<file path="src/rtl/dds_pkg.sv">
// rtl/dds_pkg.sv - shared DDS types and default widths
// Purpose: state encoding for the phase accumulator and the default widths
//   that the waveform stages must agree with.
// Ports: none (package).
package dds_pkg;

  localparam int DDS_ACC_WIDTH    = 32;
  localparam int DDS_PA_OUT_WIDTH = 14;

  typedef enum logic [1:0] {
    IDLE = 2'd0,
    RUN  = 2'd1,
    PEND = 2'd2
  } dds_state_t;

endpackage

</file>
<file path="src/rtl/dds_ftw_buffer.sv">
// rtl/dds_ftw_buffer.sv - FTW handshake, pending register and active tuning word
// Purpose: accepts a new frequency tuning word and either applies it on the
//   next edge or parks it until the controller signals a commit.
// Ports:
//   clk, rst          clock, async active-high reset
//   ftw_in_i          new tuning word
//   ftw_valid_i       ftw_in_i valid
//   pend_state_i      controller is holding a pending word (blocks new words)
//   defer_i           an accepted word goes to the pending register
//   commit_i          copy the pending word into the active word
//   ftw_ready_o       handshake ready
//   ftw_accept_o      transfer happens this cycle
//   ftw_active_o      tuning word used by the accumulator
module dds_ftw_buffer #(
  parameter int ACC_WIDTH = 32
) (
  input  logic                 clk,
  input  logic                 rst,
  input  logic [ACC_WIDTH-1:0] ftw_in_i,
  input  logic                 ftw_valid_i,
  input  logic                 pend_state_i,
  input  logic                 defer_i,
  input  logic                 commit_i,
  output logic                 ftw_ready_o,
  output logic                 ftw_accept_o,
  output logic [ACC_WIDTH-1:0] ftw_active_o
);

  logic [ACC_WIDTH-1:0] active_q, active_d;
  logic [ACC_WIDTH-1:0] pend_q, pend_d;

  assign ftw_ready_o  = ~pend_state_i;
  assign ftw_accept_o = ftw_valid_i & ftw_ready_o;
  assign ftw_active_o = active_q;

  always_comb begin
    active_d = active_q;
    pend_d   = pend_q;
    if (ftw_accept_o) begin
      if (defer_i) pend_d   = ftw_in_i;
      else         active_d = ftw_in_i;
    end
    // Commit only occurs while pending, when no new word can be accepted.
    if (commit_i) active_d = pend_q;
  end

  always_ff @(posedge clk or posedge rst) begin
    if (rst) begin
      active_q <= '0;
      pend_q   <= '0;
    end else begin
      active_q <= active_d;
      pend_q   <= pend_d;
    end
  end

endmodule

</file>
<file path="src/rtl/dds_phase_accum.sv">
// rtl/dds_phase_accum.sv - DDS phase accumulator with glitch-free FTW update
// Purpose: accumulates the active FTW each enabled cycle, truncates and adds a
//   phase offset, and emits registered phase with valid and wrap strobes.
// Ports:
//   clk, rst      clock, async active-high reset
//   en            accumulate enable
//   phase_clr     synchronous accumulator clear
//   ftw_in        new tuning word; ftw_valid/ftw_ready handshake
//   poff_in       phase offset, loaded when poff_valid
//   phase_value   truncated phase plus offset
//   phase_valid   phase_value updated this cycle
//   wrap          phase_value is the first sample after accumulator carry-out
module dds_phase_accum
  import dds_pkg::*;
#(
  parameter int ACC_WIDTH      = DDS_ACC_WIDTH,
  parameter int PA_OUT_WIDTH   = DDS_PA_OUT_WIDTH,
  parameter bit UPDATE_ON_WRAP = 1'b1
) (
  input  logic                    clk,
  input  logic                    rst,
  input  logic                    en,
  input  logic                    phase_clr,
  input  logic [ACC_WIDTH-1:0]    ftw_in,
  input  logic                    ftw_valid,
  output logic                    ftw_ready,
  input  logic [PA_OUT_WIDTH-1:0] poff_in,
  input  logic                    poff_valid,
  output logic [PA_OUT_WIDTH-1:0] phase_value,
  output logic                    phase_valid,
  output logic                    wrap
);

  dds_state_t state_q, state_d;

  logic [ACC_WIDTH-1:0]    acc_q, acc_d;
  logic                    carry_q;
  logic                    stepped_q;
  logic [PA_OUT_WIDTH-1:0] poff_q;
  logic [PA_OUT_WIDTH-1:0] phase_q;
  logic                    valid_q;
  logic                    wrap_q;

  logic [ACC_WIDTH-1:0] ftw_active;
  logic                 ftw_accept;
  logic                 step;
  logic                 carry;
  logic [ACC_WIDTH-1:0] sum;
  logic                 defer;
  logic                 commit;

  // A clear overrides the step, so it never produces a carry.
  assign step         = en & ~phase_clr;
  assign {carry, sum} = {1'b0, acc_q} + {1'b0, ftw_active};

  // Defer only while actually stepping; otherwise no step can see a mixed word.
  assign defer  = UPDATE_ON_WRAP && (state_q == RUN) && en && !phase_clr;
  assign commit = (state_q == PEND) && (!en || phase_clr || (step && carry));

  dds_ftw_buffer #(
    .ACC_WIDTH(ACC_WIDTH)
  ) u_ftw_buffer (
    .clk          (clk),
    .rst          (rst),
    .ftw_in_i     (ftw_in),
    .ftw_valid_i  (ftw_valid),
    .pend_state_i (state_q == PEND),
    .defer_i      (defer),
    .commit_i     (commit),
    .ftw_ready_o  (ftw_ready),
    .ftw_accept_o (ftw_accept),
    .ftw_active_o (ftw_active)
  );

  always_comb begin
    state_d = state_q;
    unique case (state_q)
      IDLE: if (en) state_d = RUN;
      RUN: begin
        if (!en)                    state_d = IDLE;
        else if (ftw_accept && defer) state_d = PEND;
      end
      PEND: begin
        if (!en)        state_d = IDLE;
        else if (commit) state_d = RUN;
      end
      default: state_d = IDLE;
    endcase
  end

  always_comb begin
    acc_d = acc_q;
    if (phase_clr)  acc_d = '0;
    else if (step)  acc_d = sum;
  end

  always_ff @(posedge clk or posedge rst) begin
    if (rst) begin
      state_q   <= IDLE;
      acc_q     <= '0;
      carry_q   <= 1'b0;
      stepped_q <= 1'b0;
      poff_q    <= '0;
      phase_q   <= '0;
      valid_q   <= 1'b0;
      wrap_q    <= 1'b0;
    end else begin
      state_q   <= state_d;
      acc_q     <= acc_d;
      carry_q   <= step & carry;
      // An enabled clear counts as an accumulator update for the output stage.
      stepped_q <= en;
      if (poff_valid) poff_q <= poff_in;
      valid_q   <= stepped_q;
      wrap_q    <= stepped_q & carry_q;
      if (stepped_q) phase_q <= acc_q[ACC_WIDTH-1 -: PA_OUT_WIDTH] + poff_q;
    end
  end

  assign phase_value = phase_q;
  assign phase_valid = valid_q;
  assign wrap        = wrap_q;

endmodule
</file>
<file path="config.mk">
export PLATFORM = sky130hd
export DESIGN_NAME = dds_phase_accum
export DESIGN_NICKNAME = d
export VERILOG_FILES = /design/src/rtl/dds_pkg.sv /design/src/rtl/dds_ftw_buffer.sv /design/src/rtl/dds_phase_accum.sv
export SDC_FILE = /design/constraint.sdc
export NUM_CORES = 1
export LEC_CHECK = 0
export CORE_AREA = 2 2 159 161
export DETAILED_ROUTE_END_ITERATION = 10
export DIE_AREA = 0 0 161 163
export PLACE_DENSITY_LB_ADDON = 0.1
export SYNTH_ARGS = -nofsm -noshare
export SYNTH_HDL_FRONTEND = slang
export SYNTH_SLANG_ARGS = --single-unit
</file>
<file path="constraint.sdc">
create_clock -name clk -period 5.5 [get_ports clk]
set_clock_uncertainty 0.2 [all_clocks]
set_input_delay 0.825 -clock clk [delete_from_list [all_inputs] [get_ports clk]]
set_output_delay 0.825 -clock clk [all_outputs]
set_load 0.005 [all_outputs]
</file>
==> summary.md <==
| Metric | Value |
|---|---|
| Synth-to-Final Area Change | `22.6%` |
| Die X | `around 160 um` |
| Final setup vio count | `0` |
| Postcts setup bufs | `0` |
| Setup crit start kind | `flip-flop` |
| Placed insts | `around 1100` |
| Worst Setup End Kind | `flip-flop` |
| Max cap viols | `0` |
| Peak VDD IR | `approximately 210 uV` |
| Clk sink count | `between 100 and 150` |
| Port Buffers | `68` |
| Post-DP HPWL | `~13 mm` |
| Arr. time, crit path | `around 3.6 ns` |
| Via count | `roughly 5500` |
| Register area share after synthesis | `approximately 45%` |
| Share of layout cells above drive strength 1 | `8.61%` |
| Worst-case clock buffer depth | `2` |
| Largest net degree at the start of global routing | `75` |
| Hold_buf cts | `0` |
| Crit path required time | `between 5 and 6 ns` |
| Fillcell total | `2492` |
| #FFs+latches synth | `130` |
| Yosys cell types | `58` |
| Number of synthesized flops with an enable pin | `0` |
| Commonest non-fill, non-tap cell in the layout | `nand2_1` |
| Synth warnings | `0` |
| Initial antenna violation count | `0` |
| Number of H-tree levels | `4` |
| Post-Syn Area | `7290 um2` |
| Diodes inserted | `0` |
| I/O Pins | `69` |
| Crit Path Category | `flip-flop to flip-flop` |
| Final Critical Period | `3.54 ns` |
| Via density | `4.76` |
| GPL Wtd Cong | `0.853` |
| Clock-pin transition on the worst setup and hold timing paths | `0.06 ns` |
| Post-Syn Instances | `between 700 and 800` |
| Post-DRT Antenna Nets | `0` |
| CTS tree | `done` |
| Fin. max-slew vios | `0` |
| First-pass GRT wire length | `a little under 30 mm` |
| Outcome | `complete, no violations` |
| WL per Instance | `15.2 um` |
| Vias in the first global route | `about 5800` |
| Slew at the pin with the worst max-slew slack | `between 0.9 and 1 ns` |
| Clock root cell | `clkbuf_16` |
| Hold WC Path Type | `flip-flop to flip-flop` |
| Num rows | `58` |
| Syn Nets | `between 800 and 900` |
| GR Util met3 | `3.49%` |
| DRT iter0 DRCs | `283` |
| Worst slew margin | `36.9%` |
| RSZ-0062 raised after global routing | `no` |
| Final WL | `17.7 mm` |
| Die H | `163 um` |
| Synth Flop Type | `dfrtp_1` |
| Core area | `24700 um2` |
| Clk_lat worst skew | `0.41 ns` |
| Mean Syn Cell Area | `9.66 um2` |
| GR Layer Usage met1 | `18.4%` |
| GR Util met2 | `between 20 and 25%` |
| Router iterations before antenna repair | `5` |
| Total global-route track usage | `14.4%` |
| Die ar. | `between 20000 and 30000 um2` |
| Fraction of registers with async set/reset | `100%` |
| Power Dens Cells | `427 nW/um2` |
| Fin crit share | `64.3%` |
| Worst-path fanout max | `64` |
| Leakage | `4.17 nW` |
| CTS buffer count | `17` |
| Resize count post-CTS | `0` |
| Most frequent cells in the layout | `162 x nand2_1, 130 x dfrtp_1, 68 x clkdlybuf4s50_1` |
| DR DRC count | `0` |
| Fmax | `0.283 GHz` |
| Hold Vio Cnt, Final | `0` |
| Global routing's busiest layer | `met2` |
| Non-filler cells, final | `around 1200` |
| Grt ovf | `0` |
| Setup_tns | `0 ns` |
| Final nets | `922` |
| Initial core utilization | `29.5%` |
-- report_power, final --
part / switching, mW / total, mW / internal (mW)
clock network: 0.425 / 1.22 / 0.792
logic: 0.650 / 1.28 / 0.634
registers: 0.146 / 1.31 / 1.16
total: 1.22 / 3.81 / 2.59
-- layer usage --
metal  wire (um)  share of wire [%]  vias up
met4         264                1.5        0
met3         567                3.2       18
met5           0                  0        -
li1            -                  -     2775
met1        8540                 48     2652
met2        8340                 47      103
-- stage by stage --
| step | area, um2 | power (mW) | hold slack [ns] | setup WS, ns | util (%) |
|---|---|---|---|---|---|
| 5_1_grt | 8930 | 4.09 | 0.304 | 1.73 | 36.2 |
| 3_3_place_gp | 8300 | 2.59 | 0.257 | 1.74 | 33.6 |
| 6_report | 8930 | 3.81 | 0.271 | 1.96 | 36.2 |
| 2_1_floorplan | 7290 | 2.23 | 0.152 | 1.01 | - |
| 4_1_cts | 8930 | 3.86 | 0.278 | 1.91 | 36.2 |
| 3_5_place_dp | 8300 | 2.62 | 0.263 | 1.61 | 33.6 |
-- flip-flops by register name (all words and copies together) (netlist names) --
| register | cells |
|---|---|
| acc_q | 32 |
| carry_q | 1 |
| phase_valid | 1 |
| phase_value | 14 |
| poff_q | 14 |
| state_q | 2 |
| stepped_q | 1 |
| u_ftw_buffer.ftw_active_o | 32 |
| u_ftw_buffer.pend_q | 32 |
| wrap | 1 |
-- cell families after synthesis --
logic type | after synthesis | synth area share (%)
AOI/OAI and AO/OA | 165 | 14.5
xor gates and xnor gates | 36 | 4.33
adders and majority gates | 47 | 8.28
buffers and inverters | 44 | 3.02
DFF | 130 | 44.7
muxes | 74 | 10.6
and+or+nand+nor | 258 | 14.6
-- worst paths after layout --
path | start | to | slack, ns | cells after the start
worst max-delay path | u_ftw_buffer.ftw_active_o[0] | u_ftw_buffer.ftw_active_o[11] | 1.96 | 12
worst min-delay path | carry_q | wrap | 0.27 | 1
worst max register to register | u_ftw_buffer.ftw_active_o[0] | u_ftw_buffer.ftw_active_o[11] | 1.96 | 12
worst min register to register | carry_q | wrap | 0.27 | 1
max in group asynchronous | rst | acc_q[4] | 3.31 | 3
min in group asynchronous | rst | phase_value[1] | 0.78 | 2
-- cells in the mapped netlist, types with 3 or more instances --
master	count	area, um2
dlygate4sd1_1	3	26.3
and2_1	7	43.8
dfrtp_1	130	3250
nand2b_1	5	31.3
o21a_1	6	45.0
a211oi_1	12	90.1
xnor2_1	26	228
o21bai_1	5	37.5
o21ai_1	3	15.0
xor2_1	10	87.6
mux2_2	24	270
nand2_1	162	608
a211o_1	3	26.3
mux2i_1	50	500
o21ai_0	55	275
nor2b_1	4	25.0
o211ai_1	4	30.0
a21oi_1	35	175
and3_1	5	31.3
clkbuf_1	18	67.6
nand3_1	10	50.1
nor3_1	6	30.0
ha_1	45	563
a31oi_1	4	25.0
nor2_1	51	191
a21o_1	13	97.6
inv_1	15	56.3
o22ai_1	3	18.8
buf_6	5	56.3
-- critical path, stage by stage, from the launching register on --
cell and delay [ns]:
dfrtp_1 0.36, ha_1 0.20, inv_1 0.06, fa_1 0.40, nor2b_1 0.17, o31ai_1 0.12
nand3_1 0.09, a21oi_1 0.15, a211oi_2 0.43, a21oi_2 0.14, a221oi_4 0.29, buf_4 0.54
o21ai_0 0.20
-- cell type report --
cell class | count | area, um2 | share of cell area (%)
Multi-Input combinational cell | 580 | 3820 | 42.7
Inverter | 16 | 62.6 | 0.700
Clock buffer | 22 | 474 | 5.31
Timing Repair Buffer | 78 | 756 | 8.46
Sequential cell | 130 | 3250 | 36.4
Tap cell | 330 | 413 | 4.62
Clock inverter | 10 | 155 | 1.74
(Power assumes the default switching activity.)
